### src/rtl/maxnet_n.sv
// maxnet_n: iterative winner-take-all network over N fixed-point channels.
// A run alternates two passes. ACC walks the channels to gather the total
// activity, the count of non-zero channels and the largest channel. UPDATE
// walks them again, and each channel is inhibited by the sum of all the
// other channels. The run stops when at most one channel remains non-zero,
// or when the iteration limit is reached.
module maxnet_n #(
  parameter int N        = 4,
  parameter int W        = 16,
  parameter int FRAC     = 8,
  parameter int MAX_ITER = 255,
  localparam int IW      = $clog2(N),
  localparam int CW      = $clog2(MAX_ITER + 1)
) (
  input  logic           clk,
  input  logic           rst,
  input  logic           start,
  input  logic [W-1:0]   eps,
  input  logic [N*W-1:0] in_flat,
  output logic           busy,
  output logic           finish,
  output logic [W-1:0]   out,
  output logic [IW-1:0]  winner_idx,
  output logic           no_winner,
  output logic           timeout,
  output logic [CW-1:0]  iter_count
);

  localparam int SW = W + IW;     // running-sum width, wide enough to never overflow
  localparam int PW = 2 * W + IW; // full inhibition product width
  localparam int XW = PW + 1;     // headroom for the activation plus the inhibition
  localparam int NW = IW + 1;     // non-zero counter must be able to reach N

  localparam logic [IW-1:0]       IDX_LAST  = IW'(N - 1);
  localparam logic [IW-1:0]       IDX_ONE   = IW'(1);
  localparam logic [CW-1:0]       ITER_LAST = CW'(MAX_ITER);
  localparam logic [CW-1:0]       ITER_ONE  = CW'(1);
  localparam logic [NW-1:0]       NZ_ONE    = NW'(1);
  localparam logic signed [W-1:0] AMAX_W    = {1'b0, {(W-1){1'b1}}};
  localparam logic signed [XW-1:0] AMAX_X   = {{(XW-W){1'b0}}, AMAX_W};

  typedef enum logic [1:0] {
    IDLE   = 2'd0,
    ACC    = 2'd1,
    UPDATE = 2'd2,
    DONE   = 2'd3
  } state_t;

  state_t state_r, state_nxt_s;

  logic signed [W-1:0]  a_r [N];
  logic signed [W-1:0]  eps_r;
  logic signed [SW-1:0] sum_r;
  logic [NW-1:0]        nz_r;
  logic signed [W-1:0]  max_r;
  logic [IW-1:0]        arg_r;
  logic [IW-1:0]        idx_r;
  logic [CW-1:0]        iter_r;

  logic [W-1:0]         out_r;
  logic [IW-1:0]        winner_r;
  logic                 no_winner_r;
  logic                 timeout_r;
  logic [CW-1:0]        iter_count_r;

  logic signed [W-1:0]  cur_a_s;
  logic signed [SW-1:0] cur_ext_s;
  logic                 last_s;
  logic signed [SW-1:0] acc_sum_s;
  logic [NW-1:0]        acc_nz_s;
  logic signed [W-1:0]  acc_max_s;
  logic [IW-1:0]        acc_arg_s;
  logic                 acc_few_s;
  logic                 acc_tmo_s;
  logic signed [SW-1:0] diff_s;
  logic signed [PW-1:0] eps_ext_s;
  logic signed [PW-1:0] diff_ext_s;
  logic signed [PW-1:0] prod_s;
  logic signed [PW-1:0] shift_s;
  logic signed [XW-1:0] sum_new_s;
  logic signed [W-1:0]  upd_a_s;

  assign busy       = (state_r != IDLE);
  assign finish     = (state_r == DONE);
  assign out        = out_r;
  assign winner_idx = winner_r;
  assign no_winner  = no_winner_r;
  assign timeout    = timeout_r;
  assign iter_count = iter_count_r;

  // Per-channel arithmetic: accumulate step for ACC, inhibited and clamped value for UPDATE.
  always_comb begin
    cur_a_s   = a_r[idx_r];
    cur_ext_s = {{IW{cur_a_s[W-1]}}, cur_a_s};
    last_s    = (idx_r == IDX_LAST);
    acc_sum_s = sum_r + cur_ext_s;
    if (cur_a_s != {W{1'b0}}) begin
      acc_nz_s = nz_r + NZ_ONE;
    end else begin
      acc_nz_s = nz_r;
    end
    // strict compare keeps the lowest index on ties
    if (cur_a_s > max_r) begin
      acc_max_s = cur_a_s;
      acc_arg_s = idx_r;
    end else begin
      acc_max_s = max_r;
      acc_arg_s = arg_r;
    end
    acc_few_s  = (acc_nz_s <= NZ_ONE);
    acc_tmo_s  = !acc_few_s && (iter_r == ITER_LAST);
    // sum is frozen during UPDATE, so every channel sees the previous iteration's values
    diff_s     = sum_r - cur_ext_s;
    eps_ext_s  = {{(PW-W){eps_r[W-1]}}, eps_r};
    diff_ext_s = {{(PW-SW){diff_s[SW-1]}}, diff_s};
    prod_s     = eps_ext_s * diff_ext_s;
    shift_s    = prod_s >>> FRAC;
    sum_new_s  = {shift_s[PW-1], shift_s} + {{(XW-W){cur_a_s[W-1]}}, cur_a_s};
    if (sum_new_s[XW-1]) begin
      upd_a_s = {W{1'b0}};
    end else if (sum_new_s > AMAX_X) begin
      upd_a_s = AMAX_W;
    end else begin
      upd_a_s = sum_new_s[W-1:0];
    end
  end

  // State register.
  always_ff @(posedge clk or negedge rst) begin
    if (!rst) begin
      state_r <= IDLE;
    end else begin
      state_r <= state_nxt_s;
    end
  end

  // Next-state decode; ACC exits on the totals that include the last channel.
  always_comb begin
    state_nxt_s = state_r;
    case (state_r)
      IDLE: begin
        if (start) begin
          state_nxt_s = ACC;
        end else begin
          state_nxt_s = IDLE;
        end
      end
      ACC: begin
        if (last_s && (acc_few_s || acc_tmo_s)) begin
          state_nxt_s = DONE;
        end else if (last_s) begin
          state_nxt_s = UPDATE;
        end else begin
          state_nxt_s = ACC;
        end
      end
      UPDATE: begin
        if (last_s) begin
          state_nxt_s = ACC;
        end else begin
          state_nxt_s = UPDATE;
        end
      end
      DONE:    state_nxt_s = IDLE;
      default: state_nxt_s = IDLE;
    endcase
  end

  // Datapath: capture at start, accumulate, update in place, and latch the result on entering DONE.
  always_ff @(posedge clk or negedge rst) begin
    if (!rst) begin
      for (int i = 0; i < N; i++) a_r[i] <= {W{1'b0}};
      eps_r        <= {W{1'b0}};
      sum_r        <= {SW{1'b0}};
      nz_r         <= {NW{1'b0}};
      max_r        <= {W{1'b0}};
      arg_r        <= {IW{1'b0}};
      idx_r        <= {IW{1'b0}};
      iter_r       <= {CW{1'b0}};
      out_r        <= {W{1'b0}};
      winner_r     <= {IW{1'b0}};
      no_winner_r  <= 1'b0;
      timeout_r    <= 1'b0;
      iter_count_r <= {CW{1'b0}};
    end else begin
      case (state_r)
        IDLE: begin
          if (start) begin
            eps_r <= eps;
            for (int i = 0; i < N; i++) begin
              // negative inputs start the run as silent channels
              a_r[i] <= in_flat[i*W + W-1] ? {W{1'b0}} : in_flat[i*W +: W];
            end
            sum_r  <= {SW{1'b0}};
            nz_r   <= {NW{1'b0}};
            max_r  <= {W{1'b0}};
            arg_r  <= {IW{1'b0}};
            idx_r  <= {IW{1'b0}};
            iter_r <= {CW{1'b0}};
          end
        end
        ACC: begin
          sum_r <= acc_sum_s;
          nz_r  <= acc_nz_s;
          max_r <= acc_max_s;
          arg_r <= acc_arg_s;
          if (last_s) begin
            idx_r <= {IW{1'b0}};
            if (acc_few_s || acc_tmo_s) begin
              no_winner_r  <= (acc_nz_s == {NW{1'b0}});
              out_r        <= (acc_nz_s == {NW{1'b0}}) ? {W{1'b0}} : acc_max_s;
              winner_r     <= (acc_nz_s == {NW{1'b0}}) ? {IW{1'b0}} : acc_arg_s;
              timeout_r    <= acc_tmo_s;
              iter_count_r <= iter_r;
            end
          end else begin
            idx_r <= idx_r + IDX_ONE;
          end
        end
        UPDATE: begin
          a_r[idx_r] <= upd_a_s;
          if (last_s) begin
            idx_r  <= {IW{1'b0}};
            iter_r <= iter_r + ITER_ONE;
            sum_r  <= {SW{1'b0}};
            nz_r   <= {NW{1'b0}};
            max_r  <= {W{1'b0}};
            arg_r  <= {IW{1'b0}};
          end else begin
            idx_r <= idx_r + IDX_ONE;
          end
        end
        DONE: begin
          idx_r <= {IW{1'b0}};
        end
        default: begin
          idx_r <= {IW{1'b0}};
        end
      endcase
    end
  end

endmodule

### config.mk
export PLATFORM = sky130hd
export DESIGN_NAME = maxnet_n
export DESIGN_NICKNAME = d
export VERILOG_FILES = /design/src/rtl/maxnet_n.sv
export SDC_FILE = /design/constraint.sdc
export NUM_CORES = 1
export LEC_CHECK = 0
export BUFFER_PORTS_ARGS = -buffer_cell sky130_fd_sc_hd__buf_4
export CORE_MARGIN = 3
export CORE_UTILIZATION = 66
export CTS_BUF_LIST = sky130_fd_sc_hd__clkbuf_4 sky130_fd_sc_hd__clkbuf_8
export CTS_CLUSTER_SIZE = 30
export DETAILED_ROUTE_END_ITERATION = 6
export PLACE_DENSITY = 0.94
export SLEW_MARGIN = 20
export SYNTH_ARGS = -nofsm -noshare
export SYNTH_HDL_FRONTEND = slang
export SYNTH_SLANG_ARGS = --single-unit
### constraint.sdc
create_clock -name clk -period 20.7 [get_ports clk]
set_clock_uncertainty 0.1 [all_clocks]
set_input_delay 4.14 -clock clk [delete_from_list [all_inputs] [get_ports clk]]
set_output_delay 4.14 -clock clk [all_outputs]
set_load 0.03 [all_outputs]
# Word-level counts from Yosys, hierarchy flattened
# Cells that the tools add are included.
dict set report totals {
  ff_bits 159
}
dict set report classes {
  mul 1
  bitwise 1
  add_sub_neg 6
  reduce_logical 17
  n_lt_le_gt_ge 5
  mux 41
  eq_ne 7
}
# op count
set ops {}
lappend ops {{$mux 16} 9}
lappend ops {{$pmux 64 s2} 1}
lappend ops {{$bwmux 64} 1}
lappend ops {{$mux 64} 1}
lappend ops {{$mux 15} 4}
lappend ops {{$pmux 18 s3} 1}
lappend ops {{$pmux 16 s3} 1}
lappend ops {{$mux 18} 2}
lappend ops {{$mul 16x18->34} 1}
lappend ops {{$bmux 16 s2} 1}
lappend ops {{$demux 16 s2} 1}
lappend ops {{$add 26x16->27} 1}
lappend ops {{$gt 27x16->1 const B} 1}
lappend ops {{$add 18x16->18} 1}
lappend ops {{$sub 18x16->18} 1}
lappend ops {{$gt 16x16->1} 1}
lappend ops {{$mux 2} 8}
lappend ops {{$mux 8} 2}
lappend ops {{$pmux 8 s2} 1}
lappend ops {{$reduce_bool 16->1} 1}
lappend ops {{$pmux 2 s3} 2}
lappend ops {{$mux 3} 3}
lappend ops {{$pmux 3 s3} 1}
lappend ops {{$reduce_and 3->1} 3}
lappend ops {{other kinds (22)} 29}

# Longest topological paths before layout
# Gate-level depths: netlist (run 1).
dict set report logic_depth {
  word_depth 13
  mapped_depth 52
  ltp_nobuf 47
}

# Least setup slack after synthesis (run 1)
# Ideal clock, no wire load.
dict set report synth_path {
  path_type {register to register}
  from {register idx_r[1]}
  to {register a_r[10] in the netlist's numbering}
  setup_time_ns 0.133
  stages_incl_launch_ff 51
  period_less_slack_ns 11.522
  n_path_buf 6
  setup_slack_ns 9.178
  t_arrival_ns 11.290
  path_cell_list {dfrtp_1 clkbuf_1 buf_2 mux4_2 ha_1 inv_1 fa_1 a21o_1 a21oi_1 o21ai_0 a21o_1 a21oi_1 o21bai_1 a21oi_1 xnor2_1 clkbuf_1 nand2_1 fa_1 [... 15 more ...] a41o_1 a221oi_1 nand2b_1 a21oi_1 ha_1 clkbuf_1 nand2_1 o21ai_0 a31oi_1 xor2_1 nand2_1 mux2i_1 o2111ai_1 or4_1 buf_4 buf_12 nor2_4 o22ai_1}
}
dict set report synth_between {
  elab_chain_len 12
}
# item line_no
set synth_rtl {}
lappend synth_rtl {{start, declared} 57} ;# logic [IW-1:0] idx_r;
lappend synth_rtl {{start signal, assigned} 178} ;# idx_r <= {IW{1'b0}};
lappend synth_rtl {{start signal, assigned} 198} ;# idx_r <= {IW{1'b0}};
lappend synth_rtl {{start signal, assigned} 208} ;# idx_r <= {IW{1'b0}};
lappend synth_rtl {{$not 2->3 (not written as such) (*)} {93, 221}}
lappend synth_rtl {{$bmux 16 s2} 93} ;# cur_a_s = a_r[idx_r];
lappend synth_rtl {{$mux 16 (not written as such) (2 in series)} 93}
lappend synth_rtl {{$sub 18x16->18} 113} ;# diff_s = sum_r - cur_ext_s;
lappend synth_rtl {{$mul 16x18->34} 116} ;# prod_s = eps_ext_s * diff_ext_s;
lappend synth_rtl {{$add 26x16->27} 118} ;# sum_new_s = {shift_s[PW-1], shift_s} + {{(XW-W){cur_a_s[W-1]}}, cur_a_s};
lappend synth_rtl {{$gt 27x16->1} 121} ;# end else if (sum_new_s > AMAX_X) begin
lappend synth_rtl {{$mux 16} 121}
lappend synth_rtl {{$mux 16} 119} ;# if (sum_new_s[XW-1]) begin
lappend synth_rtl {{$bwmux 64 (*)} 221} ;# a_r[idx_r] <= upd_a_s;
lappend synth_rtl {{$pmux 64 s2 (*)} 186} ;# case (state_r)
lappend synth_rtl {{end signal, assigned by index} 192} ;# a_r[i] <= in_flat[i*W + W-1] ? {W{1'b0}} : in_flat[i*W +: W];
lappend synth_rtl {{end signal, assigned by index} 221}
lappend synth_rtl {{end, declared} 51} ;# logic signed [W-1:0] a_r [N];
# Mark *: on every way between the ends. The rest lies on a longest branch, timed or not. The select of a mux whose other input is x is not followed.
# A chain may end at the register's enable or synchronous reset.

# Final worst setup path (run 1)
dict set report layout_path {
  from {register idx_r[1]}
  to {register a_r[34] in the netlist's numbering}
}
# The elaborated chain is that of the path after synthesis.

==> results.yml, run 1 <==
sta:
  worstMarginPinSlew_ps: 1150
  hold_violations: 0
  setup_viol: 0
  rsz0062_at_grt: "no"
  fmax_ghz: 0.0753
  maxSlewHeadroom: 0.231
  tns_ps: 0
  period_share: 0.642
  slew_viol_final: 0
  fin_crit_ps: 13280
grt:
  grt_pass1_vias: 18600
  grt_overflow: 0
  grt_use_total: 0.338
  grt_pass1_wl_um: 92700
  antenna_found_initial: 0
  grt_max_degree: 90
routing:
  drc: 0
  drt_wl_total_um: 56900
  first_pass_iters: 7
  wl_per_cell_um: 20.2
  num_vias: 17800
  drtAntennaViolNets: 0
  drtIter0Drc: 1917
  avgViaCountPerCell: 6.33
die:
  start_util: 0.674
  ios: 113
  die_x_um: 186
  die_h_um: 186
  rows: 65
  core_um2: 31700
  die_area_um2: 34600
clock_network:
  ctsHoldBuffers: 0
  cts.htree.levels: 4
  clk_latency_ps: 500
  cts_root_buffer: "clkbuf_8"
  clock_sinks: 159
  postCtsSetupRepairBufs: 0
  cts_made_buffers: 17
  cts_resized: 0
  clockBufferDepth: 2
  cts_tree: "yes"
  path_clk_slew_ps: 120
logic_synthesis:
  synthCells: 2351
  ys_ff_latch: 159
  synth_cell_types: 72
  synth_top_flop_cell: "dfrtp_1"
  syn_nets: 2893
  synth_area_leader_cell: "fa_1"
  synth_seq_area_share: 0.186
  syn_area_um2: 21400
  synth_area_per_cell_um2: 9.09
  yosysWarnings: 0
  synth_top_area_share: 0.268
  async_flop_share: 1.00
  synth_edf_count: 0
  synthTopCellsByArea: "fa_1 (27%), dfrtp_1 (19%), ha_1 (10%)"
finish:
  nNetsFinal: 2938
  mostFrequentLayoutCells: "inv_1 (401), fa_1 (286), nand2_1 (237)"
  area_delta_synth_final_pct: 7.00
  fill_cells: 2067
  final_common_cell: "inv_1"
  drive_above_1_share: 0.105
  insertedDiodeCount: 0
min_path:
  min_path_type: "flip-flop to flip-flop"
critical_path:
  cp.required_ps: 20940
  crit_top_cell: "fa_1"
  criticalPathCategory: "flip-flop to flip-flop"
  critical_path_arrival_ps: 13520
  cp_max_fo: 21
  cp-end-kind: "flip-flop"
  critical-path-slowest-cell: "dfrtp_1"
  crit_path_start_kind: "flip-flop"
  critPathTopFamily: "adder cells"
  critPathMaxStageDelay_ps: 990
  path_buf_inv: 7
job:
  drv_cap: 0
status:
  status: "completed"
placed_design:
  routabilityCongestion: 0.952
  dp_hpwl_um: 42700
  io_buffer_count: 112
==> flip-flops by register name (all words and copies together) (netlist names), 2 cells and up <==
name,count
nz_r,3
out,16
eps_r,16
idx_r,2
a_r,64
max_r,16
sum_r,18
iter_count,8
iter_r,8
state_r,2
arg_r,2
winner_idx,2
==> metal layers <==
metal | routed length (um) | up-vias | track usage
met1 | 20800 | 8663 | 0.425
met5 | 0 | - | 0
met2 | 27200 | 1192 | 0.555
li1 | - | 7671 | -
met4 | 2620 | 0 | 0.152
met3 | 6220 | 260 | 0.0895
==> metrics by stage <==
step	setup WS, ps	hold WS, ps	instances	utilization	cell area, um^2
floorplan	9180	348	2351	-	21400
global placement	8290	369	2779	0.708	22400
CTS	7680	395	2811	0.720	22800
global route	6810	420	2811	0.721	22900
finish	7420	395	2811	0.721	22900
detailed placement	7780	373	2779	0.708	22400
==> synthesized netlist by cell type (4+ instances only) <==
cell type	n
buf_6	5
o31ai_1	15
clkbuf_1	91
xor2_1	27
o31ai_2	11
ha_1	173
a211oi_1	12
xnor2_1	67
a221oi_1	4
o21a_1	20
a21oi_1	126
or2_2	6
buf_2	4
and3_1	11
o311ai_0	15
nor3_1	17
nand3_1	34
o22ai_1	64
nor2_4	10
o21ai_0	58
a31oi_1	9
dfrtp_1	159
and2_1	138
inv_1	401
a21o_1	17
o211ai_1	10
o21bai_1	6
nand2_1	238
mux2_2	23
nor2b_1	25
a21boi_0	5
mux2i_1	24
mux4_2	16
fa_1	286
nor2_1	145
o21ai_1	4
nand2b_1	11
nand4_1	9
==> worst register-to-register path: cells and delay by family (launching register included) <==
kind                       cells  cell delay, ps
and+or+nand+nor                4            1180
buffers and inverters          7             630
DFF                            1             990
xor gates and xnor gates       3             760
AOI/OAI and AO/OA             19            4330
adders and majority gates     10            4530
muxes                          2             630
==> area by class of cell <==
| class | instances | area, um^2 | share of cell area |
|---|---|---|---|
| clock inverters | 15 | 161 | 0.00706 |
| repair buffers | 132 | 995 | 0.0435 |
| inverters | 403 | 1510 | 0.0662 |
| multi-input cells | 1683 | 15500 | 0.677 |
| flip-flops and latches | 159 | 3980 | 0.174 |
| well taps | 402 | 503 | 0.0220 |
| clock buffers | 17 | 234 | 0.0102 |
==> path summary, 6_finish.rpt <==
kind,from,endpoint,slack [ps],depth (start not counted)
min in group asynchronous,rst,eps_r[1],3620,1
max in group asynchronous,rst,a_r[28],15410,2
max reg2reg,idx_r[1],a_r[34],7420,45
min,out[0],out[0],400,2
min reg2reg,out[0],out[0],400,2
max,idx_r[1],a_r[34],7420,45
==> cells by family after synthesis <==
logic type               count (synthesis)  synth area share
adder cells (fa/ha/maj)                459             0.369
AND/OR/NAND/NOR                        662             0.150
multiplexers                            65            0.0416
XOR/XNOR                                94            0.0385
AO/OA/AOI/OAI                          403             0.122
buffers and inverters                  509            0.0925
flip-flops                             159             0.186
Power of run 1 is left out: the tool's default activity adds up to more than one toggle a clock period on the data nets, which glitch-free logic cannot reach.
==> run 2: changes to the inputs <==
- ABC_AREA: not set -> 1
- CORE_UTILIZATION: 66 -> 59
- PLACE_DENSITY: 0.94 -> 0.89
- clock period: 20.7 -> 11.2 ns (I/O delays scaled with it)
==> results.yml, run 2 <==
critical_path:
  cp.required_ps: 11490
  crit_top_cell: "nand2_1"
  cp-end-kind: "flip-flop"
  path_buf_inv: 12
  rr_worst_depth: 47
  cp_max_fo: 16
  regToRegStartpoint: "idx_r[0]"
  ff2ff_setup_slack_ps: 570
  worst_r2r_endpoint: "a_r[17]"
  critical_path_arrival_ps: 10920
  critPathMaxStageDelay_ps: 680
  crit_path_start_kind: "flip-flop"
  critPathTopFamily: "adder cells"
  critical-path-slowest-cell: "fa_2"
  criticalPathCategory: "flip-flop to flip-flop"
logic_synthesis:
  syn_nets: 3564
  synthTopCellsByArea: "fa_1 (25%), dfrtp_1 (18%), nand2_1 (10%)"
  synth_area_per_cell_um2: 7.51
  synth_top_area_share: 0.252
  synth_edf_count: 0
  synthTopCellsByCount: "nand2_1 (619), inv_1 (607), nor2_1 (322)"
  async_flop_share: 1.00
  synthCells: 3022
  synth_cell_types: 59
  synth.most_common_cell: "nand2_1"
  synth_top_flop_cell: "dfrtp_1"
  synth_area_leader_cell: "fa_1"
  ys_ff_latch: 159
  syn_area_um2: 22700
  synth_seq_area_share: 0.175
  yosysWarnings: 0
routing:
  first_pass_iters: 7
  drt_wl_total_um: 66400
  drc: 0
  drtAntennaViolNets: 0
  avgViaCountPerCell: 5.79
  num_vias: 21000
  wl_per_cell_um: 18.3
  drtIter0Drc: 2473
sta:
  setup_viol: 0
  worstMarginPinSlew_ps: 1140
  fmax_ghz: 0.0941
  hold_violations: 0
  maxSlewHeadroom: 0.240
  fin_hold_ws_ps: 394
  fin_crit_ps: 10630
  slew_viol_final: 0
  period_share: 0.949
clock_network:
  cts_root_buffer: "clkbuf_8"
  cts.htree.levels: 4
  cts_made_buffers: 17
  cts_tree: "yes"
  clk_latency_ps: 520
  path_clk_slew_ps: 100
  clock_sinks: 159
  clockBufferDepth: 2
status:
  status: "completed"
min_path:
  min_to: "iter_count[4]"
  hold_depth: 2
  min_path_type: "flip-flop to flip-flop"
  hold_start: "iter_count[4]"
grt:
  grt_pass1_wl_um: 106000
  grt_use_total: 0.323
  antenna_found_initial: 0
  grt_pass1_vias: 20800
  grt_max_degree: 86
  grt_overflow: 0
finish:
  stdcell_area_um2: 24600
  reg_top3: "a_r (64), sum_r (18)"
  nNetsFinal: 3652
  final_common_cell: "nand2_1"
  final_util: 0.653
  largest_register: "a_r"
  layout.area.seq_um2: 3980
  largest_reg_flops: 64
  final_cell_count_no_fill: 3634
  drive_above_1_share: 0.0916
  multi_input_area_um2: 16000
  mostFrequentLayoutCells: "nand2_1 (617), inv_1 (606), nor2_1 (321)"
  insertedDiodeCount: 0
  area_delta_synth_final_pct: 8.66
  fill_cells: 2970
die:
  rows: 71
  die_area_um2: 40800
  die_x_um: 202
  core_um2: 37800
  start_util: 0.601
  ios: 113
  die_h_um: 202
placed_design:
  io_buffer_count: 112
  placed_area_um2: 24000
  dp_hpwl_um: 51900
  dp_cells: 3593
  routabilityCongestion: 0.996
job:
  drv_cap: 0
==> run 2: worst max path at each step <==
stage	start	end	slack, ps	depth (start not counted)
global placement	idx_r[0]	a_r[4]	140	48
CTS	idx_r[0]	a_r[56]	50	48
finish	idx_r[0]	a_r[17]	570	47
detailed placement	idx_r[0]	a_r[62]	160	48
global route	idx_r[0]	a_r[56]	-60	54
floorplan	idx_r[0]	a_r[55]	1690	48
==> run 2: cell families (layout without fill, tap and decap cells) <==
kind of cell / Yosys count / after routing / synth area share
adders and majority gates: 459 / 459 / 0.348
AOI/OAI and AO/OA: 431 / 431 / 0.105
and+or+nand+nor: 1186 / 1186 / 0.218
xor gates and xnor gates: 79 / 79 / 0.0308
buffers and inverters: 708 / 809 / 0.122
DFF: 159 / 159 / 0.175
==> run 2: cell type report <==
cell class	instances	area share
repair buffers	155	0.0492
multi-input cells	2155	0.651
clock inverters	15	0.00751
well taps	511	0.0259
inverters	622	0.0953
flip-flops and latches	159	0.162
clock buffers	17	0.00949
==> run 2: worst min-delay path, delay by kind of cell, from the launching register on <==
| family | cells | cell delay, ps |
|---|---|---|
| DFF | 1 | 360 |
| AOI/OAI and AO/OA | 1 | 50 |
| and+or+nand+nor | 1 | 60 |
==> run 2: metal layers <==
layer  track usage  vias up  part of all wire
met5             0        -                 0
li1              -     9467                 -
met1         0.435     9877              0.38
met4         0.135        0             0.051
met3        0.0757      306              0.12
met2         0.507     1383              0.45
==> run 2: through the flow <==
step / TNS, ps / setup WS [ps]
2_1_floorplan: 0 / 1690
3_3_place_gp: 0 / 138
3_5_place_dp: 0 / 160
4_1_cts: 0 / 46.2
5_1_grt: -419 / -61.0
6_report: 0 / 572
==> run 2: what timing repair did <==
action,CTS,global route
hold buffers,0,0
endpoints found under the setup margin,0,60
gates resized for setup,0,28
buffers inserted,0,8
Power of run 2 is left out for the same reason.
